--- config.mk ---
export PLATFORM = sky130hd
export DESIGN_NAME = z80_bus_arbiter
export DESIGN_NICKNAME = d
export VERILOG_FILES = /design/src/rtl/z80_arb_pkg.sv /design/src/rtl/z80_bus_arbiter.sv
export SDC_FILE = /design/constraint.sdc
export NUM_CORES = 1
export LEC_CHECK = 0
export ABC_AREA = 0
export BUFFER_PORTS_ARGS = -buffer_cell sky130_fd_sc_hd__buf_2
export CAP_MARGIN = 10
export CORE_MARGIN = 2
export CORE_UTILIZATION = 52
export DETAILED_ROUTE_END_ITERATION = 10
export GPL_TIMING_DRIVEN = 0
export PLACE_DENSITY_LB_ADDON = 0.2
export SLEW_MARGIN = 10
export SYNTH_ARGS = -nofsm -noshare
export SYNTH_HDL_FRONTEND = slang
export SYNTH_SLANG_ARGS = --single-unit
--- constraint.sdc ---
create_clock -name clk -period 2.35 [get_ports clk]
set_input_delay 0.47 -clock clk [delete_from_list [all_inputs] [get_ports clk]]
set_output_delay 0.47 -clock clk [all_outputs]
set_load 0.005 [all_outputs]
--- src/rtl/z80_arb_pkg.sv ---
// Shared definitions for the Z80 bus arbiter.
// State encoding and default timing parameters.
package z80_arb_pkg;

  typedef enum logic [1:0] {
    CPU = 2'd0,
    REQ = 2'd1,
    DMA = 2'd2,
    REL = 2'd3
  } arb_state_t;

  localparam int BURST_MAX_DEF   = 16;
  localparam int CPU_MIN_DEF     = 8;
  localparam int ACK_TIMEOUT_DEF = 64;
  localparam int CNT_W_DEF       = 8;

endpackage

--- src/rtl/z80_bus_arbiter.sv ---
// Shares the Z80 bus between the core and one DMA master.
// Bounded bursts, CPU run window, acknowledge timeout.
module z80_bus_arbiter
  import z80_arb_pkg::*;
#(
  parameter int BURST_MAX   = BURST_MAX_DEF,
  parameter int CPU_MIN     = CPU_MIN_DEF,
  parameter int ACK_TIMEOUT = ACK_TIMEOUT_DEF,
  parameter int CNT_W       = CNT_W_DEF
) (
  input  logic       clk,
  input  logic       rst,
  input  logic       cen,
  input  logic       dma_req,
  input  logic       dma_done,
  input  logic       busak_n,
  output logic       busrq_n,
  output logic       dma_gnt,
  output logic       ack_err,
  output logic [1:0] arb_state
);

  localparam logic [CNT_W-1:0] BURST_LAST = CNT_W'(BURST_MAX - 1);
  localparam logic [CNT_W-1:0] ACK_LAST   = CNT_W'(ACK_TIMEOUT - 1);
  localparam logic [CNT_W-1:0] CPU_LOAD   = CNT_W'(CPU_MIN);
  localparam logic [CNT_W-1:0] ONE        = CNT_W'(1);

  arb_state_t       state, state_nxt;
  logic [CNT_W-1:0] cnt, cnt_nxt;
  logic             busrq_n_nxt;
  logic             dma_gnt_nxt;
  logic             ack_err_nxt;

  always_ff @(posedge clk or posedge rst) begin
    if (rst) begin
      state   <= CPU;
      cnt     <= '0;
      busrq_n <= 1'b1;
      dma_gnt <= 1'b0;
      ack_err <= 1'b0;
    end else if (cen) begin
      state   <= state_nxt;
      cnt     <= cnt_nxt;
      busrq_n <= busrq_n_nxt;
      dma_gnt <= dma_gnt_nxt;
      ack_err <= ack_err_nxt;
    end
  end

  // One counter serves as cpu, ack or burst count depending on state
  always_comb begin
    state_nxt   = state;
    cnt_nxt     = cnt;
    ack_err_nxt = 1'b0;
    unique case (state)
      CPU: begin
        if (dma_req && cnt == '0) begin
          state_nxt = REQ;
          cnt_nxt   = '0;
        end else if (cnt != '0) begin
          cnt_nxt = cnt - ONE;
        end
      end
      REQ: begin
        if (!dma_req) begin
          state_nxt = REL;
        end else if (!busak_n) begin
          state_nxt = DMA;
          cnt_nxt   = '0;
        end else if (cnt == ACK_LAST) begin
          state_nxt   = REL;
          ack_err_nxt = 1'b1;
        end else begin
          cnt_nxt = cnt + ONE;
        end
      end
      DMA: begin
        if (dma_done || !dma_req || busak_n ||
            cnt == BURST_LAST) begin
          state_nxt = REL;
        end else begin
          cnt_nxt = cnt + ONE;
        end
      end
      REL: begin
        if (busak_n) begin
          state_nxt = CPU;
          cnt_nxt   = CPU_LOAD;
        end
      end
      default: state_nxt = CPU;
    endcase
    busrq_n_nxt = (state_nxt == CPU) || (state_nxt == REL);
    dma_gnt_nxt = (state_nxt == DMA);
  end

  assign arb_state = state;

endmodule

==> metrics.csv <==
metric,value,unit
syn_to_final_growth,15.6,%
setup.worst_path.end,busrq_n$_DFFE_PP1P_,
ys_types,45,
cts_htree_levels,1,
clock-sinks,13,
drtIter0Drc,26,
dp_hpwl,1.80,mm
synth_largest_area_cell,dfrtp_1,
synth.cells.most_frequent,"dfrtp_1, nand2_1, a31oi_1, nor2_1, o21ai_0",
rsz0062_at_grt,yes,
cts_tree,built,
via_per_inst,6.10,
r2r-end,busrq_n$_DFFE_PP1P_,
fin_crit,2.29,ns
die_y,50.3,microns
synth.area.top_cells,"dfrtp_1, buf_6, o41ai_4",
detail_route.wl_per_cell,16.0,microns
routabilityCongestion,0.878,
maxCapViolCount,0,
drv_slew,0,
pwr_density_cell,1380,nW/um^2
synth-compound-area-share,0.333,
cts_buffer_depth,2,
fin_crit_sh,0.973,
r2r-start,cnt[4]$_DFFE_PP0P_,
synth_edf_count,0,
numCtsBuffers,3,
power_frac_seq,0.225,
ant_nets,0,
synth_top_family_by_area,compound AO/OA/AOI/OAI gates,
crit_start,cnt[4]$_DFFE_PP0P_,
setup_tns,0,ns
irDropWorstVdd,0.668,mV
fin_cells,166,
rows,16,
status,completed,
core,1980,sq um
fmax,437,MHz
drc_errors,0,
p_int,965,uW
cts_root_buf,clkbuf_4,
clk_latency,0.29,ns
grt_pass1_vias,921,
port_buffers,9,
routed_wirelength,2.66,mm
syn_inst,117,
syn_nets,127,
hold_viol,0,
start_util,0.562,
clk_pin_slew,0.10,ns
cp-start-kind,register,
synth_xor_area_frac,0,
r2r_cells,7,
p_total,1.78,mW
p_sw_frac,0.457,
drive_gt1_frac,0.309,
crit_type,register to register,
final.setup_skew,0.0137,ns
postCtsHoldBufs,0,
fin_ws,0.0639,ns
grt.overflow.total,0,
first_pass_iters,4,
r2r_setup_slack,0.06,ns
dp_cells,153,
n_fill_cell,166,
ys_seq_elements,13,
post-place-ws,-0.213,ns
vias,1012,
antenna_cells,0,
synth_fa_ha_area_frac,0.0449,
yosysWarnings,0,
path_max_fanout,5,
yosysMostFrequentCell,dfrtp_1,
synthesis.area,1110,sq um
synthArstFlopShare,1.00,
dieArea,2530,sq um
grt_usage,0.222,
synthMuxAreaShare,0.0517,
grt_pass1_wl,4.31,mm
yosys.area_share.simple,0.180,
ios,11,
grt_start_max_net_pins,14,
synth.avg_cell_area,9.52,sq um
p_leak,0.542,nW
relSlewSlack,0.648,
synth_flop_cell,dfrtp_1,
setup_viol,0,
synth_top_area_share,0.270,
arrival,2.51,ns
power_frac_clock,0.084,
crit_required,2.58,ns
nets,150,
die_x,50.3,microns
comb_power_share,0.691,
yosysSeqAreaShare,0.293,
antenna_found_initial,0,
worst_pin_slew,0.527,ns
hold_path_class,primary input to async pin,
switching_power,813,uW
fin_util,0.650,
crit_path_end_kind,register,
==> worst min path at each step <==
stage / start / endpoint / slack, ns / cells after the start
final: rst / dma_gnt$_DFFE_PP0P_ / 0.20 / 2
after global routing: rst / dma_gnt$_DFFE_PP0P_ / 0.26 / 2
after CTS: rst / dma_gnt$_DFFE_PP0P_ / 0.22 / 2
after detailed placement: dma_gnt$_DFFE_PP0P_ / dma_gnt$_DFFE_PP0P_ / 0.49 / 1
after global placement: dma_gnt$_DFFE_PP0P_ / dma_gnt$_DFFE_PP0P_ / 0.49 / 1
after floorplan: rst / ack_err$_DFFE_PP0P_ / 0.35 / 1
==> metrics by stage <==
step                      hold slack, ns  area (sq um)
after global placement             0.485          1190
after detailed placement           0.492          1190
after CTS                          0.218          1230
after floorplan                    0.346          1110
final                              0.197          1290
after global routing               0.264          1290
==> power by group through the flow <==
stage / Combinational (mW) / Clock, mW / Sequential, mW
2_1_floorplan: 0.870 / 0 / 0.391
3_3_place_gp: 1.06 / 0 / 0.395
3_5_place_dp: 1.09 / 0 / 0.401
4_1_cts: 1.10 / 0.147 / 0.397
5_1_grt: 1.34 / 0.152 / 0.413
6_report: 1.23 / 0.149 / 0.400
==> final cells by class <==
type,count,area (sq um),share of cell area
Buffer,8,75.1,0.0583
Clock buffer,4,26.3,0.0204
Inverter,6,22.5,0.0175
Multi-Input combinational cell,89,683,0.531
Sequential cell,13,327,0.254
Tap cell,27,33.8,0.0262
Timing Repair Buffer,19,120,0.0933
==> critical path, cell delays in order, from the launching register on <==
cell and delay [ns]:
dfrtp_1 0.38, buf_6 0.13, or4_4 0.60, o2111ai_4 0.25, and3_2 0.21, o21ai_1 0.10
ha_1 0.31, mux2_2 0.26
==> timing repair <==
item,CTS,global route
endpoints found under the setup margin,2,3
buffers inserted,1,9
endpoints found under the hold margin,0,0
pin swaps,2,5
resized for setup,0,2
==> sequential cells by signal, summed over array words and instances (netlist names) <==
| register | count |
|---|---|
| cnt | 8 |
| ack_err | 1 |
| dma_gnt | 1 |
| busrq_n | 1 |
| arb_state | 2 |
==> routing by layer <==
metal | GRT usage | vias up | wire (microns)
met5 | 0 | - | 0
met1 | 0.306 | 480 | 1280
met3 | 0.0208 | 5 | 124
met2 | 0.371 | 30 | 1220
li1 | - | 497 | -
met4 | 0.0602 | 0 | 28
==> placed cells by master, fill, tap and decap left out, types with 2 or more instances in the layout <==
cell type  instances
dfrtp_1           12
nand2_1           11
buf_4             10
buf_2              9
nor2_1             8
a31oi_1            8
o21ai_0            7
buf_6              6
inv_1              6
a21oi_1            4
nor3_1             4
ha_1               4
clkbuf_1           3
o22ai_1            3
clkbuf_4           3
mux2_2             2
o41ai_4            2
a32o_1             2
a22oi_1            2
nand3_1            2
mux2i_1            2
==> logic make-up (layout without fill, tap and decap cells) <==
| family | count (synthesis) | after routing |
|---|---|---|
| adders and majority gates | 4 | 4 |
| AOI/OAI and AO/OA | 42 | 42 |
| and+or+nand+nor | 38 | 38 |
| muxes | 5 | 5 |
| buffers and inverters | 15 | 37 |
| DFF | 13 | 13 |
Note: power is estimated with default switching activity, not from simulation.
